**src/rtl/alu_result_buffer.sv**
```systemverilog
// Two-entry in-order skid buffer that carries ALU results from execute to memory stage.
// ReadyE and ValidM come from registered occupancy only, so no combinational paths cross the stage.
module alu_result_buffer #(
  parameter int WIDTH = 32
) (
  input  logic             clk,
  input  logic             reset,
  input  logic             ValidE,
  output logic             ReadyE,
  input  logic [WIDTH-1:0] ALUResultE,
  input  logic             CarryOutE,
  input  logic [4:0]       RdE,
  input  logic             RegWriteE,
  input  logic             FlushM,
  output logic             ValidM,
  input  logic             ReadyM,
  output logic [WIDTH-1:0] ALUResultM,
  output logic             CarryOutM,
  output logic [4:0]       RdM,
  output logic             RegWriteM,
  output logic [1:0]       Count,
  output logic [15:0]      StallCount
);

  localparam int EW = WIDTH + 7;

  logic [EW-1:0] head_q;
  logic [EW-1:0] tail_q;
  logic [EW-1:0] entry_in;
  logic [1:0]    count_q;
  logic [15:0]   stall_q;
  logic          push;
  logic          pop;

  assign ReadyE   = (count_q != 2'd2);
  assign ValidM   = (count_q != 2'd0);
  assign entry_in = {ALUResultE, CarryOutE, RdE, RegWriteE};
  assign push     = ValidE && ReadyE && !FlushM;
  assign pop      = ValidM && ReadyM && !FlushM;

  always_ff @(posedge clk) begin
    if (reset) begin
      head_q  <= '0;
      tail_q  <= '0;
      count_q <= 2'd0;
      stall_q <= 16'd0;
    end else begin
      // Stall accounting is independent of flush so lost cycles stay visible.
      if (ValidM && !ReadyM && (stall_q != 16'hFFFF)) begin
        stall_q <= stall_q + 16'd1;
      end

      if (FlushM) begin
        count_q <= 2'd0;
      end else begin
        case (count_q)
          2'd0: begin
            if (push) begin
              head_q  <= entry_in;
              count_q <= 2'd1;
            end
          end
          2'd1: begin
            case ({push, pop})
              2'b10: begin
                tail_q  <= entry_in;
                count_q <= 2'd2;
              end
              2'b01: count_q <= 2'd0;
              2'b11: head_q  <= entry_in;
              default: ;
            endcase
          end
          default: begin
            if (pop) begin
              head_q  <= tail_q;
              count_q <= 2'd1;
            end
          end
        endcase
      end
    end
  end

  assign {ALUResultM, CarryOutM, RdM, RegWriteM} = ValidM ? head_q : '0;
  assign Count      = count_q;
  assign StallCount = stall_q;

endmodule

```
**config.mk**
```make
export PLATFORM = sky130hd
export DESIGN_NAME = alu_result_buffer
export DESIGN_NICKNAME = d
export VERILOG_FILES = /design/src/rtl/alu_result_buffer.sv
export SDC_FILE = /design/constraint.sdc
export NUM_CORES = 1
export LEC_CHECK = 0
export CAP_MARGIN = 20
export CORE_ASPECT_RATIO = 1.4
export CORE_MARGIN = 2
export CORE_UTILIZATION = 55
export CTS_BUF_LIST = sky130_fd_sc_hd__clkbuf_8
export DETAILED_ROUTE_END_ITERATION = 10
export PLACE_DENSITY = 0.86
export SLEW_MARGIN = 20
export SYNTH_ARGS = -nofsm -noshare
export SYNTH_HDL_FRONTEND = slang
export SYNTH_SLANG_ARGS = --single-unit
export TNS_END_PERCENT = 5
```
**constraint.sdc**
```tcl
create_clock -name clk -period 3 [get_ports clk]
set_clock_uncertainty 0.2 [all_clocks]
set_input_delay 0.6 -clock clk [delete_from_list [all_inputs] [get_ports clk]]
set_output_delay 0.6 -clock clk [all_outputs]
set_load 0.02 [all_outputs]
```
# Word level (Yosys, flattened, before mapping)
# Cells that the tools add are included.
# word_totals
regBits	96
in_bits	44
elab_cells	39
# classes
n_addsub	1
n_eq_ne	9
mux	9
n_bitwise	1
n_reduce_logical	15
# ops
cell	count
2-to-1 mux 39 bit	4
case mux 39 bit (2 select lines)	1
adder 16 x 1 -> 16 bit (second input constant)	1
inequality test 16 bit (second input constant)	1
case mux 2 bit (2 select lines)	2
logical AND 1 bit	6
AND reduction 3 bit	2
== test 2 x 1 -> 1 bit (second input constant)	2
== test 2 bit (second input constant)	2
2-to-1 mux 2 bit	2
inequality test 2 bit (second input constant)	2
AND reduction 4 bit	1
inequality test 3 x 1 -> 1 bit (second input constant)	1
nonzero test 3 bit	1
logical NOT 1 bit	2
logical NOT 2 bit	1
inequality test 2 x 1 -> 1 bit (second input constant)	1
nonzero test 2 bit	1
OR reduction 2 bit	1
NOT 1 bit	1

# Longest topological paths before layout
# Gate-level depths: netlist of run 1.
# logic_depth
ltp_word	6
mapped_depth	7
mapped_depth_nobuf	5

# Worst setup path after synthesis of run 1
# Ideal clock, no wire load.
# synth_path
path_kind	register to output
startpoint	reg count_q[1] (netlist: Count[1])
endpoint	out ALUResultM[0]
t_arrival_ns	1.354
slack_ns	0.846
path_stages_with_launch	5
path_buffers	2
cell_sequence	dfxtp_1 -> buf_2 -> nor2_1 -> clkbuf_1 -> nor2b_1
# synth_via
elab_chain_len	2
# synth_rtl
item	line_no	text
start, declared	30	logic [1:0] count_q;
start signal, assigned	45	count_q <= 2'd0;
start signal, assigned	54	count_q <= 2'd0;
start signal, assigned	60	count_q <= 2'd1;
nonzero test 2 bit	36	assign ValidM = (count_q != 2'd0);
2-to-1 mux 39 bit	85	assign {ALUResultM, CarryOutM, RdM, RegWriteM} = ValidM ? head_q : '0;
end, declared	17	output logic [WIDTH-1:0] ALUResultM,
# No other way between the ends.

# Worst setup path after layout of run 1
# layout_path
startpoint	reg count_q[0] (netlist: Count[0])
endpoint	out ALUResultM[13]
# The elaborated chain is that of the path after synthesis.

==> results of run 1 <==
[power breakdown]
part | total, mW | leakage (nW) | switching, mW | internal (mW)
Sequential | 1.34 | 0.782 | 0.0221 | 1.31
Clock | 0.892 | 0.117 | 0.419 | 0.472
Combinational | 0.251 | 1.39 | 0.127 | 0.124
Total | 2.48 | 2.29 | 0.568 | 1.91
[final timing paths]
path                                       end  slack, ps  depth (start not counted)
worst min-delay path                tail_q[38]        260                          2
worst max-delay path            ALUResultM[13]        230                          3
worst max register to register  StallCount[13]        600                          4
worst min register to register      tail_q[38]        260                          2
[critical path: cells and delay by family (launching register included)]
| family | cells | cell delay [ps] |
|---|---|---|
| buf+inv | 1 | 370 |
| flops | 1 | 400 |
| simple gates | 2 | 820 |
[cell usage after synthesis (4+ instances only)]
cell	n	area (µm²)
inv_1	5	18.8
o31ai_1	9	67.6
nand3_1	5	25.0
nand2_1	83	312
nor4_1	4	25.0
a211oi_1	41	308
nor2b_1	41	257
clkbuf_1	20	75.1
nand4_1	4	25.0
a21oi_1	54	270
dfxtp_1	96	1920
buf_2	16	80.1
o21ai_1	4	20.0
mux2i_1	39	390
or4_1	9	67.6
nor2_1	46	173
or3_1	4	25.0
[state kept, by name, indices dropped and copies added (netlist names)]
| register | cells |
|---|---|
| tail_q | 39 |
| head_q | 39 |
| StallCount | 16 |
| Count | 2 |
[layer usage]
metal | vias to the layer above | GRT usage | share of wire | routed length, µm
li1 | 1931 | - | - | -
met1 | 1847 | 0.278 | 0.40 | 4130
met2 | 103 | 0.452 | 0.52 | 5420
met3 | 15 | 0.0509 | 0.059 | 610
met4 | 0 | 0.120 | 0.022 | 225
met5 | - | 0 | 0 | 0
[stage by stage]
step	std cells	hold WS [ps]	cell area (µm²)
final	693	258	5640
after global routing	693	277	5640
after CTS	693	260	5580
after detailed placement	677	248	5380
after global placement	677	241	5380
after floorplan	503	236	4290
[cell type report]
type / instances / area, µm² / area share
well taps: 100 / 125 / 0.0222
clock inverters: 3 / 38.8 / 0.00688
multi-input cells: 363 / 2190 / 0.389
clock buffers: 13 / 179 / 0.0317
inverters: 5 / 18.8 / 0.00333
repair buffers: 113 / 1160 / 0.206
flip-flops and latches: 96 / 1920 / 0.341
[logic make-up after synthesis]
logic type / Yosys count / share of synthesized area
fa+ha+maj: 1 / 0.00291
compound gates: 110 / 0.159
flops: 96 / 0.448
mux: 42 / 0.101
buf+inv: 44 / 0.0466
simple gates: 210 / 0.244
[what timing repair did]
item / in CTS / in global routing
gates resized for setup: 17 / 24
setup endpoints to repair: 17 / 24
hold endpoints to repair: 0 / 0
==> run metrics, run 1 <==
CP cell instances=nor2_4 -> nor2b_1 -> dlygate4sd2_1; Fill cells=575; YS warnings=0; # H-tree levels=3; Worst Min Path Start=tail_q[38]; nets=633; antenna cells=0; Worst Hold Class=reg2reg; syn_area_per_cell=8.53 µm²; commonest non-fill, non-tap cell in the layout=dfxtp_1; CTS Sinks=96; GRT Util Overall=0.250; Worst Path Max Fanout=40; Die Y=109 µm; wire per inst=15.0 µm; Fmax achieved=361 MHz; Worst IR Drop VDD=0.000371 V; Post-DRT Antenna Nets=0; final core utilization=0.737; DRT Wirelength=10.4 mm; vias in the first global route=3804; first-pass GRT wire length=17.1 mm; crit path DAT=1970 ps; commonest non-fill, non-tap cells in the layout=95 x dfxtp_1, 83 x nand2_1, 61 x clkdlybuf4s50_1; max_slew headroom=0.414; slowest stage delay, CP=700 ps; worst r2r src=Count[1]; Clock Tree Root=clkbuf_8; CP Capture Type=primary output; Final Hold Fails=0; CTS buffer count=9; drt drc=0; IO Pins=103; EDFF count, synth=0; Congestion Overflow GR=0; minimum clock period=2770 ps; Area Overhead vs Synth=31.4%; CTS tree=done; Max Cap Violations=0; Worst Slack Setup Final=232 ps; Post-synth ARST share=0; pwr/cell area=439 mW/mm²; Leak=2.29 nW; worst setup path start=Count[0]; final setup fails=0; Netlist Area Pre-Place=0.00429 mm²; Most used DFF post-synth=dfxtp_1; pin count of the biggest net entering global routing=50; CTS clk-pin slew, worst paths=80 ps; Final period util=0.923; die width=78.7 µm; Power Total=2.48 mW; Final Wtd Congestion=0.875; Die Area=0.00854 mm²; via density per instance=5.62; HPWL after DPL=6.93 mm; status=finished clean; DP Worst Slack=323 ps; fin. max-slew vios=0; worst-case clock buffer depth=2; DRT Pass-1 Iters=4; Starting Density=0.561; FP Rows=38; RSZ-0062 raised after global routing=no; setup_tns=0 ps; post-synthesis sequential area ratio=0.448; initial antenna violation count=0; register bit total from synthesis=96; critical path startpoint category=register; DR iter-0 viols=232; Worst-Margin Slew=877 ps; cts hold-fix bufs=0; Yosys cell types=34; clock latency on the worst-skew pair=360 ps; Crit Path Class=reg2out; Data required, critical path=2200 ps; slowest stage cell on the critical path=nor2_4; Post-Syn Instances=503; I/O Buffers=102; Core Box Area=0.00765 mm²; routed via count=3896; ratio of cells with drive above 1 in the final layout=0.0658; Post-CTS Setup Bufs=0; syn nets=548
No activity file was read; power rests on OpenSTA's default activity.
==> run 2, diff against run 1 <==
--- a/config.mk
+++ b/config.mk
@@ -8,10 +8,10 @@
 export CAP_MARGIN = 20
 export CORE_ASPECT_RATIO = 1.4
 export CORE_MARGIN = 2
-export CORE_UTILIZATION = 55
-export CTS_BUF_LIST = sky130_fd_sc_hd__clkbuf_8
+export CORE_UTILIZATION = 53
+export CTS_BUF_LIST = sky130_fd_sc_hd__clkbuf_8 sky130_fd_sc_hd__clkbuf_16
 export DETAILED_ROUTE_END_ITERATION = 10
-export PLACE_DENSITY = 0.86
+export PLACE_DENSITY = 0.84
 export SLEW_MARGIN = 20
 export SYNTH_ARGS = -nofsm -noshare
 export SYNTH_HDL_FRONTEND = slang
==> run metrics, run 2 (same netlist as run 1, synthesis figures left out) <==
drt drc=0; # H-tree levels=3; final core utilization=0.712; CP cell instances=buf_6 -> nand2b_1 -> clkdlybuf4s50_1; final setup fails=0; DR iter-0 viols=259; R2R cell count=4; worst-case clock buffer depth=2; Die Y=110 µm; Worst IR Drop VDD=0.000347 V; CTS Sinks=96; worst r2r src=Count[1]; Worst Slack Setup Final=195 ps; via density per instance=5.57; fin. max-slew vios=0; Starting Density=0.551; commonest non-fill, non-tap cell in the layout=clkdlybuf4s50_1; setup_tns=0 ps; Leak=1.76 nW; hold depth=2; Worst Path Max Fanout=49; I/O Buffers=102; Power Total=2.34 mW; Worst-Margin Slew=813 ps; CTS tree=done; DRT Wirelength=10.2 mm; Worst Min Path Start=tail_q[13]; CP Capture Type=primary output; Post-DRT Antenna Nets=0; die width=80.1 µm; Final Wtd Congestion=0.866; RSZ-0062 raised after global routing=no; Clock Tree Root=clkbuf_8; Final period util=0.935; slowest stage cell on the critical path=clkdlybuf4s50_1; Final Hold Fails=0; initial antenna violation count=0; Min Hold Slack=257 ps; vias in the first global route=3722; ratio of cells with drive above 1 in the final layout=0.0643; pwr/cell area=422 mW/mm²; crit path DAT=2010 ps; Core Box Area=0.00780 mm²; max_slew headroom=0.455; antenna cells=0; slowest stage delay, CP=580 ps; pin count of the biggest net entering global routing=79; Worst Hold Class=reg2reg; Bufs and invs on worst path=2; Max Cap Violations=0; flop2flop setup slack=610 ps; FP Rows=38; Data required, critical path=2200 ps; status=finished clean; GRT Util Overall=0.239; critical path startpoint category=register; clock latency on the worst-skew pair=360 ps; nets=632; Die Area=0.00885 mm²; Crit Path Class=reg2out; Fmax achieved=356 MHz; Crit Reg-Reg Endpoint=StallCount[11]; HPWL after DPL=6.79 mm; CTS clk-pin slew, worst paths=80 ps; commonest non-fill, non-tap cells in the layout=101 x clkdlybuf4s50_1, 95 x dfxtp_1, 83 x nand2_1; wire per inst=14.8 µm; minimum clock period=2810 ps; Worst path top cell family by delay=buffers and inverters; routed via count=3851; Congestion Overflow GR=0; DP Worst Slack=342 ps; Area Overhead vs Synth=29.4%; DRT Pass-1 Iters=4; IO Pins=103; Hold EP=tail_q[13]; CTS buffer count=9; cts hold-fix bufs=0; Post-CTS Setup Bufs=0; first-pass GRT wire length=17.0 mm
## run 2: routing by layer
metal	vias up	GRT usage	routed length, µm
met1	1791	0.278	4320
met4	0	0.113	236
met2	114	0.418	5200
li1	1928	-	-
met3	18	0.0351	494
met5	-	0	0
## run 2: worst max-delay path by stage
stage,start,end,cells past startpoint
floorplan,Count[1],ALUResultM[0],4
CTS,Count[1],ReadyE,3
global route,Count[0],ALUResultM[4],3
global placement,ReadyM,StallCount[13],5
detailed placement,ReadyM,StallCount[11],5
finish,Count[1],ReadyE,3
## run 2: worst min-delay path: stages (launching register included)
cell and delay (ps):
dfxtp_1 310, nand2_1 50, a21oi_1 50
## run 2: area by class of cell
cell class                 instances  area, µm²
fill                             626       2240
multi-input combinational        364       2200
sequential                        96       1920
timing repair buffer             111       1110
clock buffer                      11        151
tap                              100        125
clock inverter                     4       20.0
inverter                           5       18.8
## run 2: power by group
part           internal, mW  switching (mW)
logic                 0.126           0.127
clock network         0.337           0.416
registers              1.31          0.0227
total                  1.78           0.565
## run 2: through the flow
stage          instances  area [µm²]
2_1_floorplan        503        4290
5_1_grt              691        5560
3_3_place_gp         675        5370
6_report             691        5560
4_1_cts              691        5550
3_5_place_dp         675        5370
## run 2: timing repair
action,4_1_cts,5_1_grt
gates resized for setup,1,1
pin swaps,1,0
cloned,1,0
endpoints found under the setup margin,34,2
